==> src/rtl/pic_pkg.sv <==
// rtl/pic_pkg.sv - shared types and constants for the PIC acknowledge path
package pic_pkg;

  localparam int LEVEL_W    = 3;
  localparam int VEC_BASE_W = 5;

  // Level reported when the CPU acknowledges with no request pending.
  localparam logic [LEVEL_W-1:0] SPURIOUS_LEVEL = 3'd7;

  typedef enum logic [2:0] {
    IDLE,
    REQ,
    ACK1,
    GAP,
    ACK2
  } seq_state_e;

endpackage

==> src/rtl/inta_sequencer_if.sv <==
// rtl/inta_sequencer_if.sv - request/acknowledge bundle between resolver, CPU and sequencer
interface inta_sequencer_if;
  import pic_pkg::*;

  logic                  init;
  logic                  irq_valid;
  logic [LEVEL_W-1:0]    irq_level;
  logic [VEC_BASE_W-1:0] icw2_base;
  logic                  aeoi;
  logic                  inta_n;

  logic                  int_req;
  logic [7:0]            data_out;
  logic                  data_oe;
  logic [7:0]            isr_set;
  logic [7:0]            irr_clr;
  logic [7:0]            eoi_pulse;
  logic                  busy;
  logic                  abort;

  modport master (
    output init, irq_valid, irq_level, icw2_base, aeoi, inta_n,
    input  int_req, data_out, data_oe, isr_set, irr_clr, eoi_pulse, busy, abort
  );

  modport slave (
    input  init, irq_valid, irq_level, icw2_base, aeoi, inta_n,
    output int_req, data_out, data_oe, isr_set, irr_clr, eoi_pulse, busy, abort
  );

endinterface

==> src/rtl/inta_sync.sv <==
// rtl/inta_sync.sv - INTA_N two-flop synchronizer with registered fall/rise pulses
module inta_sync (
  input  logic clk_i,
  input  logic rst_ni,
  input  logic inta_ni,
  output logic fall_o,
  output logic rise_o
);

  logic sync1_q;
  logic sync2_q;
  logic prev_q;
  logic fall_q;
  logic rise_q;

  // Idle-high reset so release of reset never looks like an acknowledge.
  always_ff @(posedge clk_i or negedge rst_ni) begin
    if (!rst_ni) begin
      sync1_q <= 1'b1;
      sync2_q <= 1'b1;
      prev_q  <= 1'b1;
      fall_q  <= 1'b0;
      rise_q  <= 1'b0;
    end else begin
      sync1_q <= inta_ni;
      sync2_q <= sync1_q;
      prev_q  <= sync2_q;
      fall_q  <= prev_q & ~sync2_q;
      rise_q  <= ~prev_q & sync2_q;
    end
  end

  assign fall_o = fall_q;
  assign rise_o = rise_q;

endmodule

==> src/rtl/inta_sequencer.sv <==
// rtl/inta_sequencer.sv - two-pulse INTA handshake sequencer; INTA_TIMEOUT_EN adds a stalled-ack abort
module inta_sequencer
  import pic_pkg::*;
#(
  parameter int unsigned TIMEOUT_CYCLES = 255
) (
  input  logic            clk_i,
  input  logic            rst_ni,
  inta_sequencer_if.slave bus
);

  localparam logic [7:0] TO_LIMIT = 8'(TIMEOUT_CYCLES);

  seq_state_e         state_q, state_d;
  logic [LEVEL_W-1:0] lvl_q, lvl_d;
  logic [7:0]         vec_q, vec_d;
  logic               spur_q, spur_d;
  logic [7:0]         isr_set_q, isr_set_d;
  logic [7:0]         irr_clr_q, irr_clr_d;
  logic [7:0]         eoi_q, eoi_d;
  logic               fall;
  logic               rise;

`ifdef INTA_TIMEOUT_EN
  logic [7:0] cnt_q, cnt_d;
  logic       abort_q, abort_d;
`else
  logic       unused_cfg;
  assign unused_cfg = ^TO_LIMIT;
`endif

  inta_sync u_sync (
    .clk_i  (clk_i),
    .rst_ni (rst_ni),
    .inta_ni(bus.inta_n),
    .fall_o (fall),
    .rise_o (rise)
  );

  always_comb begin
    state_d   = state_q;
    lvl_d     = lvl_q;
    vec_d     = vec_q;
    spur_d    = spur_q;
    isr_set_d = 8'h00;
    irr_clr_d = 8'h00;
    eoi_d     = 8'h00;
`ifdef INTA_TIMEOUT_EN
    cnt_d     = cnt_q;
    abort_d   = 1'b0;
`endif

    unique case (state_q)
      IDLE: if (bus.irq_valid) state_d = REQ;
      REQ: begin
        // Level is taken at the acknowledge itself, so a late higher-priority request wins.
        if (fall) begin
          state_d = ACK1;
`ifdef INTA_TIMEOUT_EN
          cnt_d   = 8'd0;
`endif
          if (bus.irq_valid) begin
            lvl_d     = bus.irq_level;
            spur_d    = 1'b0;
            isr_set_d = 8'd1 << bus.irq_level;
            irr_clr_d = 8'd1 << bus.irq_level;
          end else begin
            lvl_d  = SPURIOUS_LEVEL;
            spur_d = 1'b1;
          end
        end
      end
      ACK1: if (rise) state_d = GAP;
      GAP: begin
        if (fall) begin
          vec_d   = {bus.icw2_base, lvl_q};
          state_d = ACK2;
        end
      end
      ACK2: begin
        if (rise) begin
          state_d = IDLE;
          if (bus.aeoi && !spur_q) eoi_d = 8'd1 << lvl_q;
        end
      end
      default: state_d = IDLE;
    endcase

`ifdef INTA_TIMEOUT_EN
    if (state_q == ACK1 || state_q == GAP) begin
      if (cnt_q == TO_LIMIT) begin
        state_d = IDLE;
        abort_d = 1'b1;
      end else begin
        cnt_d = cnt_q + 8'd1;
      end
    end
`endif

    if (bus.init) begin
      state_d   = IDLE;
      isr_set_d = 8'h00;
      irr_clr_d = 8'h00;
      eoi_d     = 8'h00;
`ifdef INTA_TIMEOUT_EN
      abort_d   = 1'b0;
`endif
    end
  end

  always_ff @(posedge clk_i or negedge rst_ni) begin
    if (!rst_ni) begin
      state_q   <= IDLE;
      lvl_q     <= '0;
      vec_q     <= 8'h00;
      spur_q    <= 1'b0;
      isr_set_q <= 8'h00;
      irr_clr_q <= 8'h00;
      eoi_q     <= 8'h00;
    end else begin
      state_q   <= state_d;
      lvl_q     <= lvl_d;
      vec_q     <= vec_d;
      spur_q    <= spur_d;
      isr_set_q <= isr_set_d;
      irr_clr_q <= irr_clr_d;
      eoi_q     <= eoi_d;
    end
  end

`ifdef INTA_TIMEOUT_EN
  always_ff @(posedge clk_i or negedge rst_ni) begin
    if (!rst_ni) begin
      cnt_q   <= 8'd0;
      abort_q <= 1'b0;
    end else begin
      cnt_q   <= cnt_d;
      abort_q <= abort_d;
    end
  end
  assign bus.abort = abort_q;
`else
  assign bus.abort = 1'b0;
`endif

  assign bus.int_req   = (state_q == REQ);
  assign bus.data_oe   = (state_q == ACK2);
  assign bus.data_out  = (state_q == ACK2) ? vec_q : 8'h00;
  assign bus.busy      = (state_q != IDLE);
  assign bus.isr_set   = isr_set_q;
  assign bus.irr_clr   = irr_clr_q;
  assign bus.eoi_pulse = eoi_q;

endmodule

==> src/flat_wrapper.sv <==
// flat-port wrapper written by rule: the top's interface ports become plain ports
module inta_sequencer_flat import pic_pkg::*;
#(
  parameter int unsigned TIMEOUT_CYCLES = 255
)
  (clk_i, rst_ni, bus_init, bus_irq_valid, bus_irq_level, bus_icw2_base, bus_aeoi, bus_inta_n, bus_int_req, bus_data_out, bus_data_oe, bus_isr_set, bus_irr_clr, bus_eoi_pulse, bus_busy, bus_abort);
  inta_sequencer_if bus_i ();
  input  logic clk_i;
  input  logic rst_ni;
  input wire logic [$bits(bus_i.init)-1:0] bus_init;
  input wire logic [$bits(bus_i.irq_valid)-1:0] bus_irq_valid;
  input wire logic [$bits(bus_i.irq_level)-1:0] bus_irq_level;
  input wire logic [$bits(bus_i.icw2_base)-1:0] bus_icw2_base;
  input wire logic [$bits(bus_i.aeoi)-1:0] bus_aeoi;
  input wire logic [$bits(bus_i.inta_n)-1:0] bus_inta_n;
  output wire logic [$bits(bus_i.int_req)-1:0] bus_int_req;
  output wire logic [$bits(bus_i.data_out)-1:0] bus_data_out;
  output wire logic [$bits(bus_i.data_oe)-1:0] bus_data_oe;
  output wire logic [$bits(bus_i.isr_set)-1:0] bus_isr_set;
  output wire logic [$bits(bus_i.irr_clr)-1:0] bus_irr_clr;
  output wire logic [$bits(bus_i.eoi_pulse)-1:0] bus_eoi_pulse;
  output wire logic [$bits(bus_i.busy)-1:0] bus_busy;
  output wire logic [$bits(bus_i.abort)-1:0] bus_abort;
  assign bus_i.init = bus_init;
  assign bus_i.irq_valid = bus_irq_valid;
  assign bus_i.irq_level = bus_irq_level;
  assign bus_i.icw2_base = bus_icw2_base;
  assign bus_i.aeoi = bus_aeoi;
  assign bus_i.inta_n = bus_inta_n;
  assign bus_int_req = bus_i.int_req;
  assign bus_data_out = bus_i.data_out;
  assign bus_data_oe = bus_i.data_oe;
  assign bus_isr_set = bus_i.isr_set;
  assign bus_irr_clr = bus_i.irr_clr;
  assign bus_eoi_pulse = bus_i.eoi_pulse;
  assign bus_busy = bus_i.busy;
  assign bus_abort = bus_i.abort;
  inta_sequencer #(.TIMEOUT_CYCLES(TIMEOUT_CYCLES)) u_core (.clk_i(clk_i), .rst_ni(rst_ni), .bus(bus_i));
endmodule
==> config.mk <==
export PLATFORM = sky130hd
export DESIGN_NAME = inta_sequencer_flat
export DESIGN_NICKNAME = d
export VERILOG_FILES = /design/src/rtl/pic_pkg.sv /design/src/rtl/inta_sequencer_if.sv /design/src/rtl/inta_sync.sv /design/src/rtl/inta_sequencer.sv /design/src/flat_wrapper.sv
export SDC_FILE = /design/constraint.sdc
export NUM_CORES = 1
export LEC_CHECK = 0
export ABC_AREA = 1
export CORE_MARGIN = 2
export CORE_UTILIZATION = 45
export CTS_BUF_LIST = sky130_fd_sc_hd__clkbuf_16
export DETAILED_ROUTE_END_ITERATION = 12
export PLACE_DENSITY_LB_ADDON = 0.12
export SLEW_MARGIN = 20
export SYNTH_ARGS = -nofsm -noshare
export SYNTH_HDL_FRONTEND = slang
export SYNTH_SLANG_ARGS = --single-unit
==> constraint.sdc <==
create_clock -name clk_i -period 1.68 [get_ports clk_i]
set_input_delay 0.336 -clock clk_i [delete_from_list [all_inputs] [get_ports clk_i]]
set_output_delay 0.336 -clock clk_i [all_outputs]
set_load 0.03 [all_outputs]
# --- Word level (Yosys, flattened, before mapping) ---
# Index checks and enable logic that the tools add are counted.
classes:
  eq_ne: 9
  n_shift: 2
  mux: 18
  n_bitwise: 4
  reduce_logical: 7
op_table:
  columns: ["operator", "count"]
  rows:
  - ["$mux W8", 9]
  - ["$mux W3", 7]
  - ["$shl A1 B3 Y8 const A", 2]
  - ["$pmux W3 S5", 1]
  - ["$ne A3 B3 Y1 const B", 3]
  - ["$eq A3 B2 Y1 const B", 2]
  - ["$ne A3 B2 Y1 const B", 2]
  - ["$reduce_and A5 Y1", 1]
  - ["$reduce_and A2 Y1", 2]
  - ["$eq A3 B1 Y1 const B", 1]
  - ["$eq A3 B3 Y1 const B", 1]
  - ["$logic_not A3 Y1", 1]
  - ["$reduce_bool A3 Y1", 1]
  - ["$and A1 B1 Y1", 2]
  - ["$not A1 Y1", 2]
  - ["$logic_and A1 B1 Y1", 1]
  - ["$logic_not A1 Y1", 1]
  - ["$mux W1", 1]
word_totals:
  reg_bits: 36
  in_bits: 14
  output_inout_bits: 36
  wordCells: 51

# --- Longest topological paths before layout ---
# Gate-level depths: netlist (run 1).
logic_depth:
  ltp_word: 6
  ltp_mapped: 9
  depth_no_buf: 9

# --- By module ---
# Synthesis (run 1) repeated with hierarchy kept, for this count alone.
hier_totals:
  hier_cells: 158
  area_unflattened_um2: 1562.7
modules_own_cells:
  columns: ["mod", "n_inst", "cells_per_inst", "area_each_um2", "seq_area_each_um2"]
  rows:
  - ["inta_sequencer", 1, 149, 1418.9, 775.7]
  - ["inta_sync", 1, 9, 143.9, 128.9]

# --- Least setup slack after synthesis (run 1) ---
# Ideal clock, no wire load.
synth_path:
  path_type: "flip-flop to output port"
  from: "register u_core.state_q[1]"
  to: "output port bus_data_out[0]"
  t_arrival_ns: 1.077
  required_time_ns: 1.344
  path_slack_ns: 0.267
  stages_incl_launch_ff: 4
  path_buffers: 0
  path_cell_list: "dfrtp_1 > inv_2 > nand3_4 > nor2_1"
synth_via:
  elab_chain_len: 2
synth_lines:
  columns: ["element", "line", "text"]
  rows:
  - ["start: declaration", "inta_sequencer.sv:14", "seq_state_e state_q, state_d;"]
  - ["start signal: assignment", "inta_sequencer.sv:121", "state_q <= state_d;"]
  - ["$eq A3 B3 Y1", "inta_sequencer.sv:148", "assign bus.data_out = (state_q == ACK2) ? vec_q : 8'h00;"]
  - ["$mux W8", "inta_sequencer.sv:148", null]
  - ["end: declaration", "flat_wrapper.sv:17", "output wire logic [$bits(bus_i.data_out)-1:0] bus_data_out;"]
# No other way between the ends.

==> flow_metrics.py, run 1 <==
metrics = {
    "cts": {
        "cts.htree.levels": 2,
        "path_clk_slew_ps": 50,
        "cts.sinks": 36,
        "cts_buffers": 5,
        "cts_tree": "built",
        "clock_latency_ps": 270,
        "cts_buffer_depth": 2,
        "clockRootBuffer": "clkbuf_16",
    },
    "worst_setup_path": {
        "crit_path_end_kind": "output port",
        "critPathBufInv": 1,
        "crit_family": "buffers and inverters",
        "required_ps": 1340,
        "reg2reg_from": "u_core.state_q[2]$_DFFE_PN0P_",
        "slowest_delay_ps": 680,
        "start_kind": "flip-flop",
        "startpoint": "u_core.bus.isr_set[7]$_DFF_PN0_",
        "reg2reg_slack_ps": 350,
        "path_class": "flip-flop to output port",
        "crit_chain": "clkdlybuf4s50_1",
        "crit_slowest_cell": "clkdlybuf4s50_1",
        "worstPathArrival_ps": 1300,
        "crit_fanout": 2,
    },
    "global_route": {
        "grt_pass1_wl_mm": 5.49,
        "track_usage_pct": 18.3,
        "antenna_found_initial": 0,
        "grt_pass1_vias": 1221,
        "grt_max_degree": 37,
        "grt-ovfl-total": 0,
    },
    "placed_design": {
        "hpwl_mm": 2.37,
        "gp_congestion": 0.718,
        "port_buffers": 48,
        "place_inst": 255,
        "placed_area_um2": 2070,
    },
    "hold_path": {
        "hold_path.class": "flip-flop to flip-flop",
        "min_from": "u_core.u_sync.sync1_q$_DFF_PN1_",
    },
    "route": {
        "drt-vias-per-instance": 4.67,
        "totalWireLength_mm": 3.33,
        "wl_per_cell_um": 12.5,
        "drtIter0Drc": 42,
        "firstDrtPassIters": 4,
        "route.detailed.drc": 0,
        "ant_nets": 0,
        "num_vias": 1246,
    },
    "final_layout": {
        "nets": 234,
        "fin_cells": 267,
        "n_antenna_cell": 0,
        "area_growth_pct": 43.2,
        "fillCellCount": 289,
        "drive_above_1_share_pct": 27.1,
        "fin_area_um2": 2290,
    },
    "synth": {
        "mappedNetlistArea_um2": 1600,
        "synthCells": 167,
        "seq_area_frac_synth_pct": 56.6,
        "synth_cell_type_count": 21,
        "synth.avg_cell_area_um2": 9.58,
        "syn_nets": 181,
        "ys_ff_latch": 36,
        "yosysWarnings": 0,
    },
    "sta": {
        "finalSetupViolCount": 0,
        "clock_skew_ps": 1.56,
        "rsz0062_at_grt": "yes",
        "fmax_mhz": 609,
        "hold_viol": 0,
        "period_needed_ps": 1640,
        "slew_violations": 0,
        "fin_crit_sh_pct": 97.7,
        "holdWs_ps": 359,
    },
    "job": {
        "drv_cap": 0,
    },
    "power": {
        "power_density_nw_per_um2": 1250,
        "peakVddDrop_mv": 0.757,
        "leakage_nw": 1.11,
        "power_mw": 2.87,
    },
    "die": {
        "coreArea_um2": 3360,
        "ios": 50,
        "die_x_um": 63.6,
        "rows": 21,
        "dieArea_um2": 4050,
        "die_h_um": 63.6,
        "initial_utilization_pct": 47.5,
    },
    "run_status": {
        "outcome": "completed",
    },
}
-- final timing paths --
| kind | endpoint | depth (start not counted) |
|---|---|---|
| min in group asynchronous | u_core.vec_q[5]$_DFFE_PN0P_ | 2 |
| worst max-delay path | bus_irr_clr[7] | 1 |
| worst min register to register | u_core.u_sync.sync2_q$_DFF_PN1_ | 0 |
| worst min-delay path | u_core.u_sync.sync2_q$_DFF_PN1_ | 0 |
| worst max register to register | u_core.lvl_q[1]$_DFFE_PN0P_ | 8 |
| max in group asynchronous | u_core.u_sync.sync1_q$_DFF_PN1_ | 2 |
-- cells in the mapped netlist --
master   number  area share, %
o21ai_1       1           0.31
dfrtp_1      33             52
nor3_1        6            1.9
nand2_4       1           0.70
a21oi_1       1           0.31
nor2_1       37            8.7
nand3_2       1           0.63
a21oi_2       7            3.8
nand3_1       8            2.5
nand3_4       2            2.2
inv_2         6            1.4
o21ai_2       3            1.6
buf_4         9            4.2
buf_8         1           0.94
nand2_1      20            4.7
nor2_4        2            1.4
conb_1        1           0.23
nand2_2       2           0.78
inv_1        20            4.7
nand4_2       3            2.3
dfstp_2       3            4.9
-- metrics by stage --
step / utilization [%] / worst slack (ps) / TNS, ps
3_5_place_dp: 61.6 / 113 / 0
2_1_floorplan: - / 267 / 0
6_report: 68.1 / 39.1 / 0
3_3_place_gp: 61.6 / 156 / 0
5_1_grt: 68.1 / -22.9 / -68.4
4_1_cts: 66.2 / 7.00 / 0
-- where the power goes --
group / internal, mW / switching, mW
Combinational: 0.325 / 0.572
Clock: 0.531 / 0.301
Sequential: 1.04 / 0.0967
-- logic make-up (layout without fill, tap and decap cells) --
logic type / Yosys count / after routing / share of synthesized area (%)
buf+inv: 36 / 89 / 11.3
other cells: 1 / 1 / 0.235
compound gates: 12 / 12 / 6.10
simple gates: 82 / 83 / 25.8
flops: 36 / 36 / 56.6
-- registers in the layout (all words and copies together), names as in the netlist --
| signal | count |
|---|---|
| u_core.vec_q | 8 |
| u_core.u_sync.prev_q | 1 |
| u_core.u_sync.sync2_q | 1 |
| u_core.u_sync.rise_o | 1 |
| u_core.state_q | 3 |
| u_core.bus.eoi_pulse | 8 |
| u_core.u_sync.sync1_q | 1 |
| u_core.spur_q | 1 |
| u_core.lvl_q | 3 |
| u_core.bus.isr_set | 8 |
| u_core.u_sync.fall_o | 1 |
-- repair_timing --
item	in CTS	in global routing
setup buffers	0	3
pin swaps	1	1
endpoints found under the setup margin	7	12
hold buffers	0	0
gates resized for setup	4	13
cloned	1	0
-- layout by cell type (no fill, tap or decap) --
cell type        netlist  routed
a21oi_2                7       7
dfstp_2                3       3
inv_1                 20      21
nand2_1               20      20
nand3_2                1       1
nor2_2                 0       5
dlygate4sd2_1          0       1
clkinv_1               0       1
nand3_1                8       8
clkdlybuf4s50_1        0      36
nor3_1                 6       6
dlymetal6s2s_1         0       1
nand4_2                3       3
inv_4                  0       2
nand3_4                2       3
nor2_4                 2       3
nand2_2                2       2
nor2_1                37      31
nand2_4                1       1
a21oi_1                1       1
clkbuf_16              0       5
o21ai_2                3       3
buf_6                  0       4
buf_12                 0       1
buf_4                  9      12
dfrtp_1               33      33
inv_2                  6       5
o21ai_1                1       1
conb_1                 1       1
-- area by class of cell --
type / instances / area (um^2) / area share [%]
sequential: 36 / 905 / 39.5
multi-input combinational: 96 / 552 / 24.1
timing repair buffer: 55 / 537 / 23.4
clock buffer: 5 / 125 / 5.46
inverter: 26 / 103 / 4.48
tap: 46 / 57.6 / 2.51
clock inverter: 3 / 11.3 / 0.492
-- per-layer routing --
metal	wire, um	share of wire [%]	global-route usage (%)
met1	1410	42	20.6
met2	1670	50	30.9
met3	196	5.9	6.43
met4	59	1.8	8.42
met5	0	0	0
(Power assumes the default switching activity.)
==> run 2: changes to the inputs <==
Settings changed: PLACE_DENSITY set to 0.78, PLACE_DENSITY_LB_ADDON 0.12 to not set, SETUP_SLACK_MARGIN set to 0.15.
==> run 2 against run 1 <==
Net effect: count of clock-buffer cells in the layout is the same; worst setup slack gained 30 ps; sequential power is essentially flat.
==> flow_metrics.py, run 2 (synthesized netlist as in run 1, its figures left out) <==
metrics = {
    "final_layout": {
        "utilization_pct": 69.6,
        "final_cell_mix": "33 x dfrtp_1, 30 x nor2_1, 25 x dlygate4sd2_1, 21 x inv_1, 20 x nand2_1",
        "nets": 238,
        "fillCellCount": 295,
        "n_antenna_cell": 0,
        "area_growth_pct": 46.4,
        "layout_commonest_cell": "dfrtp_1",
        "drive_above_1_share_pct": 29.3,
    },
    "placed_design": {
        "gp_congestion": 0.762,
        "port_buffers": 48,
        "dpl_worst_slack_ps": 156,
        "hpwl_mm": 2.11,
    },
    "die": {
        "die_h_um": 63.6,
        "die_x_um": 63.6,
        "coreArea_um2": 3360,
        "initial_utilization_pct": 47.5,
        "ios": 50,
        "dieArea_um2": 4050,
        "rows": 21,
    },
    "route": {
        "drtIter0Drc": 39,
        "ant_nets": 0,
        "route.detailed.drc": 0,
        "num_vias": 1248,
        "firstDrtPassIters": 4,
        "wl_per_cell_um": 12.2,
        "totalWireLength_mm": 3.30,
        "drt-vias-per-instance": 4.61,
    },
    "sta": {
        "fin_ws_ps": 69.5,
        "fmax_mhz": 621,
        "rsz0062_at_grt": "yes",
        "period_needed_ps": 1610,
        "slew_violations": 0,
        "setup_tns_ps": 0,
        "hold_viol": 0,
        "fin_crit_sh_pct": 95.9,
        "finalSetupViolCount": 0,
        "clock_skew_ps": 4.31,
    },
    "power": {
        "power_density_nw_per_um2": 1290,
        "power_mw": 3.02,
        "leakage_nw": 1.24,
        "peakVddDrop_mv": 0.850,
    },
    "run_status": {
        "outcome": "completed",
    },
    "cts": {
        "cts_hold_buf": 0,
        "cts.htree.levels": 2,
        "cts.sinks": 36,
        "cts_tree": "built",
        "cts_buffer_depth": 2,
        "path_clk_slew_ps": 50,
        "clock_latency_ps": 270,
        "clockRootBuffer": "clkbuf_16",
        "cts_buffers": 5,
    },
    "worst_setup_path": {
        "crit_path_end_kind": "output port",
        "required_ps": 1340,
        "worstPathArrival_ps": 1270,
        "start_kind": "flip-flop",
        "path_class": "flip-flop to output port",
        "crit_fanout": 5,
    },
    "global_route": {
        "grt_pass1_vias": 1186,
        "grt-ovfl-total": 0,
        "grt_pass1_wl_mm": 5.34,
        "antenna_found_initial": 0,
        "grt_max_degree": 37,
        "track_usage_pct": 17.5,
    },
    "hold_path": {
        "hold_path.class": "primary input to asynchronous set/reset pin",
    },
    "job": {
        "drv_cap": 0,
    },
}
run 2: cell count changes in the layout (fill, tap and decap cells not counted), moves of 2 or more:
| cell | before | now |
|---|---|---|
| dlygate4sd2_1 | 1 | 25 |
| nor2_4 | 3 | 8 |
| nor2_2 | 5 | 1 |
| inv_4 | 2 | 4 |
| clkdlybuf4s50_1 | 36 | 12 |
| inv_2 | 5 | 2 |
| buf_6 | 4 | 11 |
| buf_4 | 12 | 10 |
run 2: layout make-up:
cell class	count	area (um^2)	share of cell area, %
multi-input combinational	96	587	25.1
timing repair buffer	59	543	23.2
inverter	26	113	4.81
clock buffer	5	125	5.34
tap	46	57.6	2.46
sequential	36	905	38.6
clock inverter	3	11.3	0.481
run 2: worst paths after layout:
| kind | startpoint | endpoint | slack, ps | cells after the start |
|---|---|---|---|---|
| max | u_core.state_q[0]$_DFFE_PN0P_ | bus_data_out[6] | 70 | 5 |
| min | rst_ni | u_core.bus.isr_set[1]$_DFF_PN0_ | 90 | 2 |
| max reg2reg | u_core.state_q[0]$_DFFE_PN0P_ | u_core.lvl_q[0]$_DFFE_PN0P_ | 310 | 9 |
| min reg2reg | u_core.u_sync.sync1_q$_DFF_PN1_ | u_core.u_sync.sync2_q$_DFF_PN1_ | 360 | 0 |
| max in group asynchronous | rst_ni | u_core.u_sync.sync2_q$_DFF_PN1_ | 1250 | 2 |
| min in group clk_i | u_core.u_sync.sync1_q$_DFF_PN1_ | u_core.u_sync.sync2_q$_DFF_PN1_ | 360 | 0 |
run 2: power breakdown:
group	internal, mW	switching, mW	leakage, nW	total [mW]
clock network	0.531	0.305	0.0738	0.836
logic	0.415	0.630	0.703	1.04
registers	1.04	0.0953	0.459	1.14
total	1.99	1.03	1.24	3.02
run 2: timing repair:
| item | 4_1_cts | 5_1_grt |
|---|---|---|
| resized for setup | 41 | 17 |
| pin swaps | 2 | 2 |
| endpoints found under the setup margin | 35 | 11 |
| cloned | 1 | 0 |
| setup buffers | 2 | 5 |
run 2: metrics by stage:
stage	instances	hold slack, ps	area, um^2
after floorplan	167	40.4	1600
final	271	89.0	2340
after global placement	255	347	2050
after global routing	271	129	2340
after detailed placement	255	348	2050
after CTS	266	105	2240
run 2: critical path, cell delays in order (launching register included):
cell	delay [ps]
dfrtp_1	380
buf_6	130
inv_6	60
nand3_4	140
nor2_1	120
buf_4	170
run 2: layer usage:
layer,part of all wire (%),global-route usage (%),wire length (um)
met5,0,0,0
met1,42,21.8,1390
met3,5.9,6.61,194
met4,2.1,8.15,70
met2,50,27.0,1640
==> run 3: changes to the inputs <==
Settings changed: CAP_MARGIN set to 20, SLEW_MARGIN 20 to not set.
==> results of run 3 <==
The final DEF is identical to that of run 2; final timing and power are the same.
